## config.mk

```make
export PLATFORM = sky130hd
export DESIGN_NAME = countdown_timer
export DESIGN_NICKNAME = d
export VERILOG_FILES = /design/src/rtl/countdown_pkg.sv /design/src/rtl/bcd_down_digit.sv /design/src/rtl/countdown_timer.sv
export SDC_FILE = /design/constraint.sdc
export NUM_CORES = 1
export LEC_CHECK = 0
export CAP_MARGIN = 30
export CELL_PAD_IN_SITES_DETAIL_PLACEMENT = 2
export CELL_PAD_IN_SITES_GLOBAL_PLACEMENT = 2
export CORE_UTILIZATION = 29
export DETAILED_ROUTE_END_ITERATION = 12
export GPL_TIMING_DRIVEN = 0
export PLACE_DENSITY_LB_ADDON = 0.1
export SLEW_MARGIN = 40
export SYNTH_ARGS = -nofsm -noshare
export SYNTH_HDL_FRONTEND = slang
export SYNTH_HIERARCHICAL = 1
export SYNTH_SLANG_ARGS = --single-unit
```

## constraint.sdc

```tcl
create_clock -name clk -period 5.69 [get_ports clk]
set_input_delay 1.138 -clock clk [delete_from_list [all_inputs] [get_ports clk]]
set_output_delay 1.138 -clock clk [all_outputs]
set_load 0.005 [all_outputs]
```

## src/rtl/countdown_pkg.sv

```systemverilog
// Shared definitions for the MM:SS BCD countdown timer.
//   - state_t    : controller state encoding
//   - BCD_W      : width of one BCD digit
//   - UNITS_MAX  : largest value of a units digit (sec/min units)
//   - TENS_MAX   : largest value of a tens digit (sec/min tens)
//   - clamp_bcd  : saturates a preset digit to its legal maximum
package countdown_pkg;

    localparam int unsigned BCD_W     = 4;
    localparam int unsigned UNITS_MAX = 9;
    localparam int unsigned TENS_MAX  = 5;

    typedef enum logic [1:0] {
        IDLE   = 2'd0,
        RUN    = 2'd1,
        PAUSED = 2'd2,
        ALARM  = 2'd3
    } state_t;

    function automatic logic [BCD_W-1:0] clamp_bcd(input logic [BCD_W-1:0] val,
                                                   input logic [BCD_W-1:0] max);
        return (val > max) ? max : val;
    endfunction

endpackage

```

## src/rtl/bcd_down_digit.sv

```systemverilog
// One BCD down-counting digit of the countdown timer.
// Ports:
//   clk        : system clock
//   rst        : synchronous active-high reset, clears the digit to 0
//   dec        : decrement this digit on the current edge
//   load       : load load_val (takes priority over dec)
//   load_val   : preset value, already clamped to MAX by the caller
//   out        : current digit value
//   borrow_out : dec while the digit is 0, i.e. it wraps to MAX and borrows
module bcd_down_digit
    import countdown_pkg::*;
#(
    parameter int unsigned MAX = UNITS_MAX
) (
    input  logic             clk,
    input  logic             rst,
    input  logic             dec,
    input  logic             load,
    input  logic [BCD_W-1:0] load_val,
    output logic [BCD_W-1:0] out,
    output logic             borrow_out
);

    localparam logic [BCD_W-1:0] MaxVal = BCD_W'(MAX);

    assign borrow_out = dec && (out == '0);

    always_ff @(posedge clk) begin
        if (rst) begin
            out <= '0;
        end else if (load) begin
            out <= load_val;
        end else if (dec) begin
            out <= (out == '0) ? MaxVal : out - BCD_W'(1);
        end
    end

endmodule

```

## src/rtl/countdown_timer.sv

```systemverilog
// MM:SS BCD countdown timer with load/start/pause control and expiry alarm.
// Ports:
//   clk, rst                 : clock, synchronous active-high reset
//   en                       : 1 Hz tick, one clk wide
//   start, pause, load       : debounced single-cycle control pulses
//   load_dig_1..4            : BCD preset (sec units, sec tens, min units, min tens)
//   dig_1_out..dig_4_out     : current time in the same digit order
//   dig_upd                  : bit i set when digit i+1 changed by a decrement this cycle
//   running, done, alarm     : in RUN, expiry pulse, in ALARM
// Build option: define COUNTDOWN_AUTORELOAD_EN to reload the last preset at expiry and keep
// running instead of entering ALARM.
module countdown_timer
    import countdown_pkg::*;
#(
    parameter int unsigned ALARM_TICKS = 5
) (
    input  logic       clk,
    input  logic       rst,
    input  logic       en,
    input  logic       start,
    input  logic       pause,
    input  logic       load,
    input  logic [3:0] load_dig_1,
    input  logic [3:0] load_dig_2,
    input  logic [3:0] load_dig_3,
    input  logic [3:0] load_dig_4,
    output logic [3:0] dig_1_out,
    output logic [3:0] dig_2_out,
    output logic [3:0] dig_3_out,
    output logic [3:0] dig_4_out,
    output logic [3:0] dig_upd,
    output logic       running,
    output logic       done,
    output logic       alarm
);

    localparam logic [3:0] UnitsMax  = BCD_W'(UNITS_MAX);
    localparam logic [3:0] TensMax   = BCD_W'(TENS_MAX);
    localparam logic [3:0] AlarmLast = 4'(ALARM_TICKS - 1);

    state_t     state;
    logic [3:0] alarm_cnt;

    logic       load_acc, pause_acc, start_acc, dec, expire, time_zero;
    logic [3:0] b;  // borrow out of each digit
    logic [3:0] clamp_1, clamp_2, clamp_3, clamp_4;
    logic [3:0] val_1, val_2, val_3, val_4;
    logic       dig_load;

    assign clamp_1 = clamp_bcd(load_dig_1, UnitsMax);
    assign clamp_2 = clamp_bcd(load_dig_2, TensMax);
    assign clamp_3 = clamp_bcd(load_dig_3, UnitsMax);
    assign clamp_4 = clamp_bcd(load_dig_4, TensMax);

    assign time_zero = (dig_1_out == 4'd0) && (dig_2_out == 4'd0) &&
                       (dig_3_out == 4'd0) && (dig_4_out == 4'd0);

    // load is never accepted in RUN, so it cannot collide with pause or a decrement.
    assign load_acc  = load && (state != RUN);
    assign pause_acc = pause && (state == RUN);
    assign start_acc = start && !load_acc && (state != RUN);
    assign dec       = en && (state == RUN) && !pause_acc;
    // Only 00:01 decrements to 00:00, so this is the single expiry point.
    assign expire    = dec && (dig_1_out == 4'd1) && (dig_2_out == 4'd0) &&
                       (dig_3_out == 4'd0) && (dig_4_out == 4'd0);

`ifdef COUNTDOWN_AUTORELOAD_EN
    logic [3:0] rl_1, rl_2, rl_3, rl_4;
    logic       rl_zero;

    assign rl_zero  = (rl_1 == 4'd0) && (rl_2 == 4'd0) && (rl_3 == 4'd0) && (rl_4 == 4'd0);
    assign dig_load = load_acc || expire;
    assign val_1    = load_acc ? clamp_1 : rl_1;
    assign val_2    = load_acc ? clamp_2 : rl_2;
    assign val_3    = load_acc ? clamp_3 : rl_3;
    assign val_4    = load_acc ? clamp_4 : rl_4;

    always_ff @(posedge clk) begin
        if (rst) begin
            rl_1 <= 4'd0;
            rl_2 <= 4'd0;
            rl_3 <= 4'd0;
            rl_4 <= 4'd0;
        end else if (load_acc) begin
            rl_1 <= clamp_1;
            rl_2 <= clamp_2;
            rl_3 <= clamp_3;
            rl_4 <= clamp_4;
        end
    end
`else
    assign dig_load = load_acc;
    assign val_1    = clamp_1;
    assign val_2    = clamp_2;
    assign val_3    = clamp_3;
    assign val_4    = clamp_4;
`endif

    bcd_down_digit #(.MAX(UNITS_MAX)) u_dig_1 (
        .clk        (clk),
        .rst        (rst),
        .dec        (dec),
        .load       (dig_load),
        .load_val   (val_1),
        .out        (dig_1_out),
        .borrow_out (b[0])
    );

    bcd_down_digit #(.MAX(TENS_MAX)) u_dig_2 (
        .clk        (clk),
        .rst        (rst),
        .dec        (b[0]),
        .load       (dig_load),
        .load_val   (val_2),
        .out        (dig_2_out),
        .borrow_out (b[1])
    );

    bcd_down_digit #(.MAX(UNITS_MAX)) u_dig_3 (
        .clk        (clk),
        .rst        (rst),
        .dec        (b[1]),
        .load       (dig_load),
        .load_val   (val_3),
        .out        (dig_3_out),
        .borrow_out (b[2])
    );

    bcd_down_digit #(.MAX(TENS_MAX)) u_dig_4 (
        .clk        (clk),
        .rst        (rst),
        .dec        (b[2]),
        .load       (dig_load),
        .load_val   (val_4),
        .out        (dig_4_out),
        .borrow_out (b[3])
    );

    assign running = (state == RUN);
    assign alarm   = (state == ALARM);

    always_ff @(posedge clk) begin
        if (rst) begin
            state     <= IDLE;
            alarm_cnt <= 4'd0;
            dig_upd   <= 4'b0000;
            done      <= 1'b0;
        end else begin
            done    <= expire;
            dig_upd <= dec ? {b[2:0], 1'b1} : 4'b0000;

            if (load_acc) begin
                if (state == ALARM) begin
                    state <= IDLE;
                end
                alarm_cnt <= 4'd0;
            end else if (pause_acc) begin
                state <= PAUSED;
            end else if (start_acc) begin
                if (state == ALARM) begin
                    state     <= IDLE;
                    alarm_cnt <= 4'd0;
                end else if (!time_zero) begin
                    state <= RUN;
                end
            end else if (expire) begin
`ifdef COUNTDOWN_AUTORELOAD_EN
                state <= rl_zero ? IDLE : RUN;
`else
                state <= ALARM;
`endif
                alarm_cnt <= 4'd0;
            end else if ((state == ALARM) && en) begin
                if (alarm_cnt >= AlarmLast) begin
                    state     <= IDLE;
                    alarm_cnt <= 4'd0;
                end else begin
                    alarm_cnt <= alarm_cnt + 4'd1;
                end
            end
        end
    end

endmodule

```

# Yosys cells after proc, flatten, opt, wreduce, memory -nomap -nowiden

Cells that the tools add are included.

Logic and storage cells: 93
Register bits: 27
Input bits: 22

Mux-type cells: 31
Equal/unequal tests: 7
Order comparisons: 5
Reduce and logical (&&, ||, !) cells: 34
Add/sub/neg operators: 5
Bitwise operators: 2

Operators with widths:

| cell                                                               | count |
|---|---|
| 2-to-1 mux 4 bit                                                   | 21 |
| 2-to-1 mux 2 bit                                                   | 9 |
| logical AND 1 bit                                                  | 17 |
| zero test 4 bit                                                    | 4 |
| subtractor 4 x 1 -> 4 bit (second input constant)                  | 4 |
| nonzero test 5 bit                                                 | 2 |
| > comparator 4 x 3 -> 1 bit (second input constant)                | 2 |
| > comparator 4 bit (second input constant)                         | 2 |
| nonzero test 2 bit                                                 | 4 |
| adder 4 x 1 -> 4 bit (second input constant)                       | 1 |
| == test 4 x 1 -> 1 bit (second input constant)                     | 1 |
| greater-or-equal comparator 4 x 3 -> 1 bit (second input constant) | 1 |
| inequality test 2 x 1 -> 1 bit (second input constant)             | 2 |
| inequality test 4 bit (second input constant)                      | 1 |
| AND reduction 4 bit                                                | 1 |
| OR reduction 2 bit                                                 | 2 |
| AND reduction 3 bit                                                | 1 |
| nonzero test 3 bit                                                 | 1 |
| == test 2 x 1 -> 1 bit (second input constant)                     | 1 |
| == test 2 bit (second input constant)                              | 1 |
| zero test 1 bit                                                    | 2 |
| inequality test 2 bit (second input constant)                      | 1 |
| NOT 1 bit                                                          | 2 |
| 2-to-1 mux 1 bit                                                   | 1 |

# Longest topological paths before layout

Gate-level depths: netlist of run 1.

Depth after elaboration: 12
Gate-level depth with buffers: 10
Depth with buffers taken out: 10

# Hierarchy

Netlist of run 1, hierarchy kept.

Modules (own cells, without submodules):

| module                        | instances | area each (um^2) | seq. area each (um^2) | cells an instance |
|---|---|---|---|---|
| countdown_timer               | 1         | 643.1            | 220.2                 | 75 |
| bcd_down_digit at u_dig_1 ... | 2         | 221.5            | 80.1                  | 24 |
| bcd_down_digit at u_dig_2 ... | 2         | 203.9            | 80.1                  | 23 |

# Worst setup path after synthesis of run 1

OpenSTA, ideal clock, no wires.

Kind: in2reg
Start point: input pause
End point: register u_dig_4.out[1]
Arrival: 3827 ps
Library setup time: 87 ps
Cell stages on the path: 10
Path slack: 1776 ps
Required time: 5603 ps
Path through: and4bb_4 -> nor4b_4 -> nor2b_1 -> nand2b_4 -> nor4_1 -> nor4b_4 -> nor2b_1 -> nand2b_4 -> or3_1 -> a221oi_2

Word-level cells in the longest chain between the ends: 7

RTL lines:

| element                             | line                  | text |
|---|---|---|
| from (decl)                         | countdown_timer.sv:21 | `input logic pause,` |
| logical AND 1 bit                   | countdown_timer.sv:60 | `assign pause_acc = pause && (state == RUN);` |
| zero test 1 bit                     | countdown_timer.sv:62 | `assign dec = en && (state == RUN) && !pause_acc;` |
| logical AND 1 bit                   | countdown_timer.sv:62 |  |
| logical AND 1 bit                   | bcd_down_digit.sv:26  | `assign borrow_out = dec && (out == '0);` |
| via b[0]                            | countdown_timer.sv:45 | `logic [3:0] b;` |
| logical AND 1 bit                   | bcd_down_digit.sv:26  |  |
| via b[1]                            | countdown_timer.sv:45 |  |
| logical AND 1 bit                   | bcd_down_digit.sv:26  |  |
| via b[2]                            | countdown_timer.sv:45 |  |
| nonzero test 2 bit (no source line) | --                    |  |
| to (signal assigned)                | bcd_down_digit.sv:32  | `out <= load_val;` |
| to (signal assigned)                | bcd_down_digit.sv:34  | `out <= (out == '0) ? MaxVal : out - BCD_W'(1);` |
| to (decl)                           | bcd_down_digit.sv:20  | `output logic [BCD_W-1:0] out,` |

The timed path passes the listed nets, and every way through them passes these cells.
A chain may end at the register's enable or synchronous reset.

# Worst setup path in the final report of run 1

Start point: input pause
End point: register u_dig_4.out[3]

Word-level cells in the longest chain between the ends: 7

RTL lines:

| element                             | line                  | text |
|---|---|---|
| logical AND 1 bit                   | countdown_timer.sv:60 |  |
| zero test 1 bit                     | countdown_timer.sv:62 |  |
| logical AND 1 bit                   | countdown_timer.sv:62 |  |
| via dec                             | countdown_timer.sv:44 | `logic load_acc, pause_acc, start_acc, dec, expire, time_zero;` |
| logical AND 1 bit                   | bcd_down_digit.sv:26  |  |
| via b[0]                            | countdown_timer.sv:45 |  |
| logical AND 1 bit                   | bcd_down_digit.sv:26  |  |
| via b[1]                            | countdown_timer.sv:45 |  |
| logical AND 1 bit                   | bcd_down_digit.sv:26  |  |
| via b[2]                            | countdown_timer.sv:45 |  |
| nonzero test 2 bit (no source line) | --                    |  |

The timed path passes the listed nets, and every way through them passes these cells.

==> results of run 1 <==
## power by group through the flow
stage	logic, mW	clock network (mW)	registers, mW
2_1_floorplan	0.0413	0	0.219
3_5_place_dp	0.0906	0	0.223
5_1_grt	0.0992	0.126	0.221
3_3_place_gp	0.0865	0	0.221
6_report	0.0899	0.113	0.219
4_1_cts	0.0917	0.117	0.219
## layout by cell type, fill, tap and decap left out, types with 2 or more instances in the layout
cell type,instances
a211oi_2,2
nand2b_4,2
nand2_1,14
xor2_1,4
nor4b_4,2
clkbuf_1,3
clkdlybuf4s50_1,43
inv_1,13
xnor2_1,2
nor2b_1,8
a221oi_1,2
a21oi_1,12
a211o_1,3
o311ai_0,2
o21ai_0,9
and2_1,4
dfxtp_1,27
or2_2,2
nand2b_1,5
clkbuf_8,3
nand3_1,2
nor4_2,2
a32o_1,2
o31a_2,2
conb_1,2
nor3_1,2
nor4_1,2
nor2_1,16
a311oi_1,2
or3_1,4
a221oi_2,4
## cell type report
cell class	count	area share [%]
multi-input combinational	127	43.7
timing repair buffer	44	21.1
sequential	27	26.2
clock buffer	4	2.18
tap	67	4.06
inverter	13	2.37
buffer	2	0.364
## flip-flops by register name, summed over array words and instances, names as in the netlist
register	flops
u_dig_2/out	4
u_dig_4/out	4
alarm_cnt	4
dig_upd	4
done	1
u_dig_1/out	4
u_dig_3/out	4
state	2
## layer usage
| metal | share of wire, % | up-vias | track usage, % |
|---|---|---|---|
| met2 | 51 | 34 | 34.3 |
| met3 | 3.0 | 4 | 2.33 |
| li1 | - | 703 | - |
| met4 | 0.98 | 0 | 5.13 |
| met1 | 45 | 685 | 22.3 |
| met5 | 0 | - | 0 |
## metrics by stage
step | power, mW | instances | hold WS (ps) | instance area (um2)
after global placement | 0.308 | 280 | 484 | 2020
after detailed placement | 0.314 | 280 | 504 | 2020
after CTS | 0.427 | 284 | 528 | 2060
after global routing | 0.446 | 284 | 564 | 2060
final | 0.421 | 284 | 521 | 2060
after floorplan | 0.260 | 169 | 473 | 1490
## how the worst min path moves through the flow
| stage | from | to | slack [ps] |
|---|---|---|---|
| after floorplan | alarm_cnt[1] | alarm_cnt[1] | 470 |
| after global placement | alarm_cnt[1] | alarm_cnt[1] | 480 |
| after detailed placement | alarm_cnt[1] | alarm_cnt[1] | 500 |
| after CTS | alarm_cnt[1] | alarm_cnt[1] | 530 |
| after global routing | alarm_cnt[3] | alarm_cnt[3] | 560 |
| final | alarm_cnt[1] | alarm_cnt[1] | 520 |
## worst register-to-register path, cell delays in order (launching register included)
cell,delay (ps)
dfxtp_1,470
and4bb_4,330
nor4b_4,280
nor2b_1,390
nand2b_4,110
nor4_1,550
nor4b_4,390
nor2b_1,460
nand2b_4,120
o311ai_0,440
a21oi_1,120
==> impl_metrics.toml, run 1 <==
[clocking]
postCtsHoldBufs = 0
cts_resized = 0
insertion_delay_ps = 270
cts_tree = "yes"
cts_htree_levels = 1
max-clock-path-buffers = 2
cts_root_buf = "clkbuf_8"
cts_buffers = 3
cts_sinks = 27
postCtsSetupBuffers = 0
path_clk_slew_ps = 100

[synthesis]
syn_area_mm2 = 0.00149
netlist_instances = 168
yosys_warnings = 6
avgSynthCellArea_um2 = 8.86

[worst_setup_path]
critPathKind = "in2reg"
path_buf_inv = 1
worstPathMaxFanout = 6
rr_worst_depth = 10
end_kind = "register"
start_kind = "input pin"
startpoint = "pause"
cp_slowest_cell = "nor4_1"
endpoint = "u_dig_4/out[3]"
cpLargestDelayFamily = "simple AND/OR/NAND/NOR gates"
r2r_start = "state[0]"
slowest_delay_ps = 550
r2r_setup_slack_ps = 1900
critical_path_cell_count = 11
path_cells = "clkdlybuf4s50_1 > and4bb_4 > nor4b_4 > nor2b_1 > nand2b_4 > nor4_1 > nor4b_4 > nor2b_1 > nand2b_4 > o311ai_0 > a21oi_1"
r2r-end = "u_dig_4/out[3]"
crit_arrival_ps = 4860
worst_ep_required_time_ps = 5840

[sta]
max_freq_mhz = 212
finalWorstSetupSlack_ps = 980
hold_viol = 0
rsz0062_at_grt = "false"
finalSetupViolations = 0
slew_headroom_pct = 52.8
finalCriticalPeriod_ps = 4710
tns_ps = 0
fin_skew_ps = 2.27
worst_pin_slew_ps = 702
timing.final.crit_share_pct = 82.8
maxSlewViolCount = 0

[cells_and_area]
antenna_cells = 0
fill_cells = 578
syn2layout_area_growth_pct = 38.7
nets = 241
multi_input_area_um2 = 902
drive_gt1_share_pct = 11.5
final_util_pct = 42.8
seq_area_um2 = 541

[placement]
dpl_worst_slack_ps = 616
gp_congestion = 0.773
port_buffers = 44
dp_hpwl_mm = 3.45

[die]
row_count = 25
die_x_um = 73.6
initial_utilization_pct = 30.9
chipHeight_um = 73.6
core_mm2 = 0.00482
die_area_mm2 = 0.00542
ios = 45

[global_route]
grt-ovfl-total = 0
grt_pass1_wl_mm = 7.67
antenna_found_initial = 0
grt_max_degree = 24
grt_pass1_vias = 1595
gr-usage-all-layers_pct = 18.5

[pwr]
power_frac_comb_pct = 21.3
sw_frac_of_total_pct = 28.6
p_leak_nw = 0.757
power_density_mw_per_mm2 = 204
max-vdd-ir-drop_v = 0.0000899
intPower_mw = 0.301
switchingPower_mw = 0.121
pwr-share-seq_pct = 51.9
power.share.clock_pct = 26.8

[drt]
routedWlPerCell_um = 15.9
vias_per_cell = 5.02
wl_mm = 4.51
num_vias = 1426
dr.pass1.iters = 4
route.detailed.drc = 0
drt_iter0_markers = 12
ant_nets = 0

[outcome]
status = "finished clean"

[worst_hold_path]
whs_path_depth = 1
holdCritPathClass = "reg2reg"

[run]
drv_cap = 0
Note: power is estimated with default switching activity, not from simulation.
==> inputs of run 2 (changes only) <==
- CORE_UTILIZATION: 29 -> 27
- clock period: 5.69 -> 4.5 ns (I/O delays scaled with it)
==> impl_metrics.toml, run 2 (synthesized netlist as in run 1, its figures left out) <==
[cells_and_area]
mostFrequentLayoutCell = "clkdlybuf4s50_1"
design_area_mm2 = 0.00208
fill_cells = 586
antenna_cells = 0
layout_common_cells = "clkdlybuf4s50_1, dfxtp_1, nor2_1, nand2_1, inv_1"
drive_gt1_share_pct = 12.4
stdcell_count = 287
nets = 241
syn2layout_area_growth_pct = 39.6
final_util_pct = 39.9

[clocking]
insertion_delay_ps = 270
cts_buffers = 3
cts_htree_levels = 1
cts_root_buf = "clkbuf_8"
cts_sinks = 27
cts_tree = "yes"
max-clock-path-buffers = 2
path_clk_slew_ps = 100

[placement]
dp_cells = 283
place_area_mm2 = 0.00202
port_buffers = 44
dp_hpwl_mm = 3.44
dpl_worst_slack_ps = -259
gp_congestion = 0.758

[die]
chipHeight_um = 76.2
initial_utilization_pct = 28.6
ios = 45
core_mm2 = 0.00520
die_x_um = 76.2
row_count = 26
die_area_mm2 = 0.00581

[sta]
slew_headroom_pct = 59.4
rsz0062_at_grt = "false"
worst_pin_slew_ps = 607
hold_ws_ps = 511
fin_skew_ps = 5.85
timing.final.crit_share_pct = 93.6
max_freq_mhz = 237
hold_viol = 0
tns_ps = 0
maxSlewViolCount = 0
finalWorstSetupSlack_ps = 286
finalCriticalPeriod_ps = 4210
finalSetupViolations = 0

[pwr]
total_power_mw = 0.532
power_density_mw_per_mm2 = 256
p_leak_nw = 0.757
max-vdd-ir-drop_v = 0.000107

[global_route]
antenna_found_initial = 0
grt_max_degree = 24
grt_pass1_vias = 1525
grt-ovfl-total = 0
grt_pass1_wl_mm = 7.55
gr-usage-all-layers_pct = 16.2

[worst_setup_path]
startpoint = "pause"
rr_worst_depth = 10
r2r_start = "state[0]"
crit_arrival_ps = 4410
path_cells = "clkdlybuf4s50_1 > and4bb_4 > nor4b_4 > nor2b_1 > nand2b_4 > nor4_2 > nor4b_4 > nor2b_1 > nand2b_4 > or3_1 > a221oi_2"
end_kind = "register"
start_kind = "input pin"
cp_slowest_cell = "clkdlybuf4s50_1"
r2r-end = "u_dig_4/out[1]"
worstPathMaxFanout = 6
cpLargestDelayFamily = "simple AND/OR/NAND/NOR gates"
worst_ep_required_time_ps = 4690
critPathKind = "in2reg"
path_buf_inv = 1
slowest_delay_ps = 460
r2r_setup_slack_ps = 950

[worst_hold_path]
holdCritStartpoint = "alarm_cnt[1]"
whs_path_depth = 1
hold_end = "alarm_cnt[1]"
holdCritPathClass = "reg2reg"

[drt]
dr.pass1.iters = 4
wl_mm = 4.54
drt_iter0_markers = 59
route.detailed.drc = 0
ant_nets = 0
routedWlPerCell_um = 15.8
num_vias = 1446
vias_per_cell = 5.04

[outcome]
status = "finished clean"

[run]
drv_cap = 0
==> run 2: cell count changes in the layout (fill, tap and decap cells not counted), sizes merged <==
cell	previous run	this run
clkbuf	6	5
clkinvlp	0	1
==> run 2: final cells by class <==
| cell class | count | area (um2) | area share, % |
|---|---|---|---|
| clock inverter | 1 | 7.51 | 0.361 |
| inverter | 13 | 48.8 | 2.35 |
| clock buffer | 3 | 41.3 | 1.99 |
| multi-input combinational | 127 | 908 | 43.7 |
| sequential | 27 | 541 | 26.0 |
| timing repair buffer | 44 | 435 | 21.0 |
| buffer | 2 | 7.51 | 0.361 |
| tap | 70 | 87.6 | 4.22 |
==> run 2: per-layer routing <==
metal,wire [um],GRT usage (%),up-vias,part of all wire (%)
met5,0,0,-,0
met3,164,2.51,2,3.6
met1,1970,19.3,715,43
li1,-,-,700,-
met4,25,4.62,0,0.55
met2,2390,29.7,29,52
==> run 2: where the power goes <==
part | switching, mW | internal (mW) | total, mW
registers | 0.0257 | 0.251 | 0.277
logic | 0.0482 | 0.0651 | 0.113
clock network | 0.0790 | 0.0629 | 0.142
total | 0.153 | 0.379 | 0.532
==> run 2: worst reg2reg max path, stage by stage, from the launching register on <==
cell and delay [ps]:
dfxtp_1 500, and4bb_4 340, nor4b_4 280, nor2b_1 390
nand2b_4 130, nor4_2 380, nor4b_4 340, nor2b_1 420
nand2b_4 110, or3_1 380, a221oi_2 210
==> run 2: repair_timing <==
item	in CTS	in global routing
hold buffers	0	0
buffers inserted	0	0
resized for setup	1	0
endpoints found under the setup margin	1	0
==> run 2: worst max path at each step <==
stage,endpoint,cells past startpoint
2_1_floorplan,u_dig_4/out[1],10
3_3_place_gp,u_dig_4/out[1],11
3_5_place_dp,u_dig_4/out[1],11
4_1_cts,u_dig_4/out[1],11
5_1_grt,u_dig_4/out[1],11
6_report,u_dig_4/out[1],11
